**config.mk**
```make
export PLATFORM = sky130hd
export DESIGN_NAME = mtimer_access_ctrl_flat
export DESIGN_NICKNAME = d
export VERILOG_FILES = /design/src/rtl/mtimer_access_ctrl_if.sv /design/src/rtl/mtimer_access_ctrl.sv /design/src/flat_wrapper.sv
export SDC_FILE = /design/constraint.sdc
export NUM_CORES = 1
export LEC_CHECK = 0
export ABC_AREA = 1
export CAP_MARGIN = 20
export CELL_PAD_IN_SITES_DETAIL_PLACEMENT = 0
export CELL_PAD_IN_SITES_GLOBAL_PLACEMENT = 1
export CORE_MARGIN = 4
export CORE_UTILIZATION = 38
export DETAILED_ROUTE_END_ITERATION = 7
export GPL_ROUTABILITY_DRIVEN = 0
export PLACE_DENSITY_LB_ADDON = 0.05
export REMOVE_ABC_BUFFERS = 1
export SKIP_CTS_REPAIR_TIMING = 1
export SYNTH_ARGS = -nofsm -noshare
export SYNTH_HDL_FRONTEND = slang
export SYNTH_SLANG_ARGS = --single-unit
export TNS_END_PERCENT = 1
```
**constraint.sdc**
```tcl
create_clock -name clk -period 9.5 [get_ports clk]
set_input_delay 1.9 -clock clk [delete_from_list [all_inputs] [get_ports clk]]
set_output_delay 1.9 -clock clk [all_outputs]
set_load 0.005 [all_outputs]
```
**src/rtl/mtimer_access_ctrl_if.sv**
```systemverilog
// Requester-side bus of the mtimer access controller: one request/ack
// handshake with latched-on-grant command fields and held read data.
interface mtimer_access_ctrl_if #(
    parameter int unsigned XLEN = 32
) ();
    logic            req;
    logic            we;
    logic [1:0]      addr;
    logic [XLEN-1:0] wdata;
    logic            ack;
    logic [XLEN-1:0] rdata;

    modport master (
        output req,
        output we,
        output addr,
        output wdata,
        input  ack,
        input  rdata
    );

    modport slave (
        input  req,
        input  we,
        input  addr,
        input  wdata,
        output ack,
        output rdata
    );
endinterface

```
**src/rtl/mtimer_access_ctrl.sv**
```systemverilog
// Round-robin access controller between cpu and dbg requesters and the machine
// timer, with glitch-free 64-bit mtimecmp updates through a staged high word.
module mtimer_access_ctrl #(
    parameter int unsigned XLEN = 32
) (
    input  logic                  clk,
    input  logic                  reset,
    input  logic                  sync_reset,
    mtimer_access_ctrl_if.slave   cpu,
    mtimer_access_ctrl_if.slave   dbg,
    output logic                  load_mtimecmp_low,
    output logic                  load_mtimecmp_high,
    output logic [XLEN-1:0]       mtimecmp_write_data,
    output logic [1:0]            reg_read_addr,
    input  logic [XLEN-1:0]       reg_read_data,
    output logic                  busy
);

    localparam int unsigned AW = 2;
    localparam logic [AW-1:0] ADDR_MTIME_LO = 2'b00;
    localparam logic [AW-1:0] ADDR_CMP_LO   = 2'b10;
    localparam logic [AW-1:0] ADDR_CMP_HI   = 2'b11;

    typedef enum logic [2:0] {
        IDLE,
        RD_ISSUE,
        RD_WAIT,
        RD_CAP,
        WR_MAX,
        WR_LOW,
        WR_HIGH,
        WR_NOP
    } state_t;

    state_t          state_q, state_d;

    logic            last_dbg_q;
    logic            gnt_dbg_q;
    logic            we_q;
    logic [AW-1:0]   addr_q;
    logic [XLEN-1:0] wdata_q;

    logic [XLEN-1:0] stg_cpu_q, stg_dbg_q;
    logic            stg_vld_cpu_q, stg_vld_dbg_q;

    logic            cpu_ack_q, dbg_ack_q;
    logic [XLEN-1:0] cpu_rdata_q, dbg_rdata_q;
    logic            load_low_q, load_high_q;
    logic [XLEN-1:0] cmp_wdata_q;
    logic [AW-1:0]   rd_addr_q;
    logic            busy_q;

    logic            grant_c;
    logic            pick_dbg_c;
    logic            op_we_c;
    logic [AW-1:0]   op_addr_c;
    logic [XLEN-1:0] op_wdata_c;
    logic            staged_sel_c;
    logic [XLEN-1:0] staged_val_c;
    logic            ack_fire_c;
    logic            rd_active_c;

    // Next-state logic; in IDLE the live winner's inputs stand in for the latches
    always_comb begin
        state_d    = state_q;
        grant_c    = 1'b0;
        pick_dbg_c = gnt_dbg_q;
        op_we_c    = we_q;
        op_addr_c  = addr_q;
        op_wdata_c = wdata_q;

        if (state_q == IDLE) begin
            grant_c    = cpu.req || dbg.req;
            pick_dbg_c = dbg.req && (!cpu.req || !last_dbg_q);
            op_we_c    = pick_dbg_c ? dbg.we    : cpu.we;
            op_addr_c  = pick_dbg_c ? dbg.addr  : cpu.addr;
            op_wdata_c = pick_dbg_c ? dbg.wdata : cpu.wdata;
        end

        staged_sel_c = pick_dbg_c ? stg_vld_dbg_q : stg_vld_cpu_q;
        staged_val_c = pick_dbg_c ? stg_dbg_q     : stg_cpu_q;

        case (state_q)
            IDLE: begin
                if (grant_c) begin
                    if (!op_we_c) begin
                        state_d = RD_ISSUE;
                    end else if (op_addr_c == ADDR_CMP_LO) begin
                        state_d = staged_sel_c ? WR_MAX : WR_LOW;
                    end else begin
                        state_d = WR_NOP;
                    end
                end
            end
            RD_ISSUE: state_d = RD_WAIT;
            RD_WAIT:  state_d = RD_CAP;
            RD_CAP:   state_d = IDLE;
            WR_MAX:   state_d = WR_LOW;
            WR_LOW:   state_d = staged_sel_c ? WR_HIGH : IDLE;
            WR_HIGH:  state_d = IDLE;
            WR_NOP:   state_d = IDLE;
            default:  state_d = IDLE;
        endcase

        // A WR_LOW entered straight from IDLE is a plain low write and acks itself
        ack_fire_c = (state_d == RD_CAP) || (state_d == WR_NOP) || (state_d == WR_HIGH) ||
                     ((state_d == WR_LOW) && (state_q == IDLE));
        rd_active_c = (state_d == RD_ISSUE) || (state_d == RD_WAIT) || (state_d == RD_CAP);
    end

    // State register, arbitration pointer and latched command
    always_ff @(posedge clk or posedge reset) begin
        if (reset) begin
            state_q    <= IDLE;
            last_dbg_q <= 1'b1;
            gnt_dbg_q  <= 1'b0;
            we_q       <= 1'b0;
            addr_q     <= '0;
            wdata_q    <= '0;
        end else if (sync_reset) begin
            state_q    <= IDLE;
            last_dbg_q <= 1'b1;
            gnt_dbg_q  <= 1'b0;
            we_q       <= 1'b0;
            addr_q     <= '0;
            wdata_q    <= '0;
        end else begin
            state_q <= state_d;
            if (grant_c) begin
                last_dbg_q <= pick_dbg_c;
                gnt_dbg_q  <= pick_dbg_c;
                we_q       <= op_we_c;
                addr_q     <= op_addr_c;
                wdata_q    <= op_wdata_c;
            end
        end
    end

    // Per-requester staged mtimecmp high word
    always_ff @(posedge clk or posedge reset) begin
        if (reset) begin
            stg_cpu_q     <= '0;
            stg_dbg_q     <= '0;
            stg_vld_cpu_q <= 1'b0;
            stg_vld_dbg_q <= 1'b0;
        end else if (sync_reset) begin
            stg_cpu_q     <= '0;
            stg_dbg_q     <= '0;
            stg_vld_cpu_q <= 1'b0;
            stg_vld_dbg_q <= 1'b0;
        end else begin
            if ((state_d == WR_NOP) && op_we_c && (op_addr_c == ADDR_CMP_HI)) begin
                if (pick_dbg_c) begin
                    stg_dbg_q     <= op_wdata_c;
                    stg_vld_dbg_q <= 1'b1;
                end else begin
                    stg_cpu_q     <= op_wdata_c;
                    stg_vld_cpu_q <= 1'b1;
                end
            end
            if (state_d == WR_HIGH) begin
                if (pick_dbg_c) begin
                    stg_vld_dbg_q <= 1'b0;
                end else begin
                    stg_vld_cpu_q <= 1'b0;
                end
            end
        end
    end

    // Registered outputs, computed from the state being entered
    always_ff @(posedge clk or posedge reset) begin
        if (reset) begin
            cpu_ack_q   <= 1'b0;
            dbg_ack_q   <= 1'b0;
            cpu_rdata_q <= '0;
            dbg_rdata_q <= '0;
            load_low_q  <= 1'b0;
            load_high_q <= 1'b0;
            cmp_wdata_q <= '0;
            rd_addr_q   <= ADDR_MTIME_LO;
            busy_q      <= 1'b0;
        end else if (sync_reset) begin
            cpu_ack_q   <= 1'b0;
            dbg_ack_q   <= 1'b0;
            cpu_rdata_q <= '0;
            dbg_rdata_q <= '0;
            load_low_q  <= 1'b0;
            load_high_q <= 1'b0;
            cmp_wdata_q <= '0;
            rd_addr_q   <= ADDR_MTIME_LO;
            busy_q      <= 1'b0;
        end else begin
            cpu_ack_q   <= ack_fire_c && !pick_dbg_c;
            dbg_ack_q   <= ack_fire_c && pick_dbg_c;
            load_low_q  <= (state_d == WR_LOW);
            load_high_q <= (state_d == WR_MAX) || (state_d == WR_HIGH);
            busy_q      <= (state_d != IDLE);
            // Park on mtime low while idle so the timer's high snapshot keeps refreshing
            rd_addr_q   <= rd_active_c ? op_addr_c : ADDR_MTIME_LO;

            if (state_d == RD_CAP) begin
                if (pick_dbg_c) begin
                    dbg_rdata_q <= reg_read_data;
                end else begin
                    cpu_rdata_q <= reg_read_data;
                end
            end

            case (state_d)
                WR_MAX:  cmp_wdata_q <= '1;
                WR_LOW:  cmp_wdata_q <= op_wdata_c;
                WR_HIGH: cmp_wdata_q <= staged_val_c;
                default: cmp_wdata_q <= cmp_wdata_q;
            endcase
        end
    end

    assign cpu.ack             = cpu_ack_q;
    assign dbg.ack             = dbg_ack_q;
    assign cpu.rdata           = cpu_rdata_q;
    assign dbg.rdata           = dbg_rdata_q;
    assign load_mtimecmp_low   = load_low_q;
    assign load_mtimecmp_high  = load_high_q;
    assign mtimecmp_write_data = cmp_wdata_q;
    assign reg_read_addr       = rd_addr_q;
    assign busy                = busy_q;

endmodule

```
**src/flat_wrapper.sv**
```systemverilog
// flat-port wrapper written by rule: the top's interface ports become plain ports
module mtimer_access_ctrl_flat 
#(
    parameter int unsigned XLEN = 32
)
  (clk, reset, sync_reset, load_mtimecmp_low, load_mtimecmp_high, mtimecmp_write_data, reg_read_addr, reg_read_data, busy, cpu_req, cpu_we, cpu_addr, cpu_wdata, cpu_ack, cpu_rdata, dbg_req, dbg_we, dbg_addr, dbg_wdata, dbg_ack, dbg_rdata);
  mtimer_access_ctrl_if #(.XLEN(XLEN)) cpu_i ();
  mtimer_access_ctrl_if #(.XLEN(XLEN)) dbg_i ();
  input  logic clk;
  input  logic reset;
  input  logic sync_reset;
  output logic load_mtimecmp_low;
  output logic load_mtimecmp_high;
  output logic [XLEN-1:0] mtimecmp_write_data;
  output logic [1:0] reg_read_addr;
  input  logic [XLEN-1:0] reg_read_data;
  output logic busy;
  input wire logic [$bits(cpu_i.req)-1:0] cpu_req;
  input wire logic [$bits(cpu_i.we)-1:0] cpu_we;
  input wire logic [$bits(cpu_i.addr)-1:0] cpu_addr;
  input wire logic [$bits(cpu_i.wdata)-1:0] cpu_wdata;
  output wire logic [$bits(cpu_i.ack)-1:0] cpu_ack;
  output wire logic [$bits(cpu_i.rdata)-1:0] cpu_rdata;
  input wire logic [$bits(dbg_i.req)-1:0] dbg_req;
  input wire logic [$bits(dbg_i.we)-1:0] dbg_we;
  input wire logic [$bits(dbg_i.addr)-1:0] dbg_addr;
  input wire logic [$bits(dbg_i.wdata)-1:0] dbg_wdata;
  output wire logic [$bits(dbg_i.ack)-1:0] dbg_ack;
  output wire logic [$bits(dbg_i.rdata)-1:0] dbg_rdata;
  assign cpu_i.req = cpu_req;
  assign cpu_i.we = cpu_we;
  assign cpu_i.addr = cpu_addr;
  assign cpu_i.wdata = cpu_wdata;
  assign cpu_ack = cpu_i.ack;
  assign cpu_rdata = cpu_i.rdata;
  assign dbg_i.req = dbg_req;
  assign dbg_i.we = dbg_we;
  assign dbg_i.addr = dbg_addr;
  assign dbg_i.wdata = dbg_wdata;
  assign dbg_ack = dbg_i.ack;
  assign dbg_rdata = dbg_i.rdata;
  mtimer_access_ctrl #(.XLEN(XLEN)) u_core (.clk(clk), .reset(reset), .sync_reset(sync_reset), .cpu(cpu_i), .dbg(dbg_i), .load_mtimecmp_low(load_mtimecmp_low), .load_mtimecmp_high(load_mtimecmp_high), .mtimecmp_write_data(mtimecmp_write_data), .reg_read_addr(reg_read_addr), .reg_read_data(reg_read_data), .busy(busy));
endmodule
```
==> results.json <==
{
  "die_h_microns": 171.5,
  "crit_chain": "clkdlybuf4s50_1 > nand2_1 > nand2_2 > inv_2 > nand2_1 > nand2_2 > inv_2 > nor2_1 > nor2_4 > buf_4 > o21ai_0",
  "die-area_sq_um": 29430,
  "yosysWarnings": 0,
  "fp-row-count": 59,
  "min_path_type": "register to register",
  "rrSetupSlack_ps": 4900,
  "ys_ff_latch": 209,
  "ys_top_cells_by_count": "nand2_1, dfrtp_1, o21ai_0, inv_1, nand3_1",
  "setup_violations": 0,
  "utilization": 0.5077,
  "ys_seq_area_frac": 0.5147,
  "insertion_delay_ps": 510,
  "fp.dieW_microns": 171.5,
  "p_comb_frac": 0.428,
  "dr.pass1.iters": 5,
  "start_util": 0.3878,
  "synth.distinct_cells": 33,
  "drt_iter0_markers": 452,
  "clk_pin_slew_ps": 60,
  "grt-ovfl-total": 0,
  "ir_drop_v": 0.0001635,
  "startpoint": "cpu_req",
  "max_cap_viol_count": 0,
  "synth_cells": 1301,
  "crit_required_ps": 9860,
  "vias": 8741,
  "postRouteAntennaNets": 0,
  "path_depth": 11,
  "p_per_area_nw_per_um2": 300.0,
  "core_area_sq_um": 26210,
  "finClkSkew_ps": 6.111,
  "synthToLayoutAreaGrowth_pct": 30.90,
  "report.final.slew_viol_count": 0,
  "clock_path_buffers": 3,
  "cp_slowest_cell": "inv_2",
  "p_leak_nw": 6.430,
  "intPower_mw": 2.395,
  "switchingPower_mw": 1.597,
  "relSlewSlack": 0.3337,
  "syn_area_per_cell_sq_um": 7.812,
  "tightest_slew_ps": 997.1,
  "synth_most_common_cell": "nand2_1",
  "cts_buffers": 24,
  "grt_max_degree": 143,
  "rr_worst_depth": 10,
  "worstPathArrival_ps": 6310,
  "grt_first_pass_wirelength_mm": 46.59,
  "syn_area_sq_um": 10160,
  "antenna_found_initial": 2,
  "ios": 210,
  "timing_hold_violations_final": 0,
  "port_buffers": 209,
  "drt_wl_total_mm": 28.26,
  "gr-usage-all-layers": 0.1939,
  "clkPwrFrac": 0.232,
  "cp-endpoint": "u_core.stg_dbg_q[14]$_DFFE_PP0P_",
  "cts_tree": "done",
  "reg2reg_to": "u_core.stg_dbg_q[14]$_DFFE_PP0P_",
  "drive_gt1_frac": 0.07440,
  "criticalPathCategory": "input pin to register",
  "clock_sink_count": 209,
  "htreeDepth": 1,
  "clock.fmax_mhz": 167.9,
  "cp_num_buf_inv": 4,
  "cp-end-kind": "register",
  "synth.area.top_cells": "dfrtp_1, nand2_1, o21ai_0",
  "num-nets-final": 1581,
  "crit_family": "buffers and inverters",
  "status": "completed",
  "final_cells": 1828,
  "drc": 0,
  "cp-start-kind": "input pin",
  "setup_tns_ps": 0,
  "yosysTopAreaCellShare": 0.5121,
  "layout_min_cycle_time_ps": 5957,
  "dp_hpwl_mm": 16.94,
  "cts_root_buf": "clkbuf_16",
  "rr_startpoint": "u_core.last_dbg_q$_DFFE_PP1P_",
  "viasPerCell": 4.782,
  "rsz0062_at_grt": "false",
  "wl_per_cell_microns": 15.46,
  "period_share": 0.6271,
  "switching_share": 0.4000,
  "crit_path_max_fanout": 64,
  "async_flop_share": 1.000,
  "synth_top_area_cell": "dfrtp_1",
  "slowest_delay_ps": 820,
  "synth_flop_cell": "dfrtp_1",
  "grt_pass1_vias": 8721,
  "synth_edf_count": 0,
  "dp_cells": 1781,
  "seqPwrFrac": 0.340
}
layout by cell type, fill, tap and decap left out, drive strengths merged:
cell | netlist | layout
dfrtp | 208 | 208
o21ai | 137 | 137
diode | 0 | 1
clkinv | 2 | 9
mux2 | 32 | 32
buf | 36 | 13
bufinv | 0 | 1
inv | 118 | 118
nor2 | 84 | 84
a21oi | 10 | 10
nand3 | 108 | 108
a31oi | 1 | 1
clkdlybuf4s50 | 0 | 208
o21a | 1 | 1
dfstp | 1 | 1
nand2 | 520 | 520
nand3b | 1 | 1
a21boi | 1 | 1
clkbuf | 38 | 36
nand4 | 1 | 1
nor3 | 2 | 2
through the flow:
step           total power, mW  setup WS (ps)  hold WS, ps  area, sq um
2_1_floorplan            2.355           1892        447.9         9804
3_3_place_gp             3.061           2564        460.8        12400
3_5_place_dp             3.084           2860        464.6        12450
4_1_cts                  4.036           3381        479.7        13250
5_1_grt                  4.346           2999        495.6        13300
6_report                 3.992           3543        474.3        13300
per-layer routing:
| layer | track usage | wire length, microns | vias to the layer above |
|---|---|---|---|
| li1 | - | - | 4418 |
| met1 | 0.2703 | 12990 | 4050 |
| met2 | 0.3001 | 12420 | 233 |
| met3 | 0.06045 | 2372 | 36 |
| met4 | 0.04065 | 450 | 4 |
| met5 | 0 | 22 | - |
layout make-up:
| cell class | instances | area (sq um) |
|---|---|---|
| clock inverter | 8 | 65.06 |
| clock buffer | 36 | 737.0 |
| sequential | 209 | 5231 |
| tap | 335 | 419.2 |
| fill | 2603 | 12900 |
| multi-input combinational | 898 | 4146 |
| antenna | 1 | 2.502 |
| timing repair buffer | 221 | 2245 |
| inverter | 120 | 457.9 |
worst register-to-register path, cell delays in order, from the launching register on:
cell and delay (ps):
dfstp_2 530, nand2_1 110, nand2_2 630, inv_2 530, nand2_1 260, nand2_2 540, inv_2 820, nor2_1 210
nor2_4 120, buf_4 500, o21ai_0 200
power by group through the flow:
stage	combinational, mW	sequential [mW]	clock, mW
3_3_place_gp	1.70	1.36	0
5_1_grt	1.96	1.40	0.991
6_report	1.71	1.36	0.926
2_1_floorplan	1.00	1.35	0
3_5_place_dp	1.72	1.37	0
4_1_cts	1.73	1.36	0.953
state kept, by name, indices dropped and copies added (netlist names):
register / flops
u_core.gnt_dbg_q: 1
u_core.cpu.rdata: 32
u_core.cpu.ack: 1
u_core.we_q: 1
u_core.load_mtimecmp_low: 1
u_core.dbg.ack: 1
u_core.stg_dbg_q: 32
u_core.addr_q: 2
u_core.busy: 1
u_core.load_mtimecmp_high: 1
u_core.stg_cpu_q: 32
u_core.state_q: 3
u_core.stg_vld_cpu_q: 1
u_core.reg_read_addr: 2
u_core.dbg.rdata: 32
u_core.stg_vld_dbg_q: 1
u_core.wdata_q: 32
u_core.mtimecmp_write_data: 32
u_core.last_dbg_q: 1
cell families after synthesis:
family                 after synthesis  synth area share
AO/OA/AOI/OAI                      150           0.07670
buffers and inverters              194           0.07965
flip-flops                         209            0.5147
multiplexers                        32           0.03545
AND/OR/NAND/NOR                    716            0.2935
how the worst min path moves through the flow:
stage / to / depth (start not counted) / from
global route: u_core.mtimecmp_write_data[23]$_DFFE_PP0P_ / 2 / u_core.mtimecmp_write_data[23]$_DFFE_PP0P_
floorplan: u_core.wdata_q[0]$_DFFE_PP0P_ / 2 / u_core.wdata_q[0]$_DFFE_PP0P_
finish: u_core.cpu.rdata[1]$_DFFE_PP0P_ / 2 / u_core.cpu.rdata[1]$_DFFE_PP0P_
CTS: u_core.cpu.rdata[18]$_DFFE_PP0P_ / 2 / u_core.cpu.rdata[18]$_DFFE_PP0P_
global placement: u_core.wdata_q[19]$_DFFE_PP0P_ / 2 / u_core.wdata_q[19]$_DFFE_PP0P_
detailed placement: u_core.cpu.rdata[23]$_DFFE_PP0P_ / 2 / u_core.cpu.rdata[23]$_DFFE_PP0P_
Note: power is estimated with default switching activity, not from simulation.
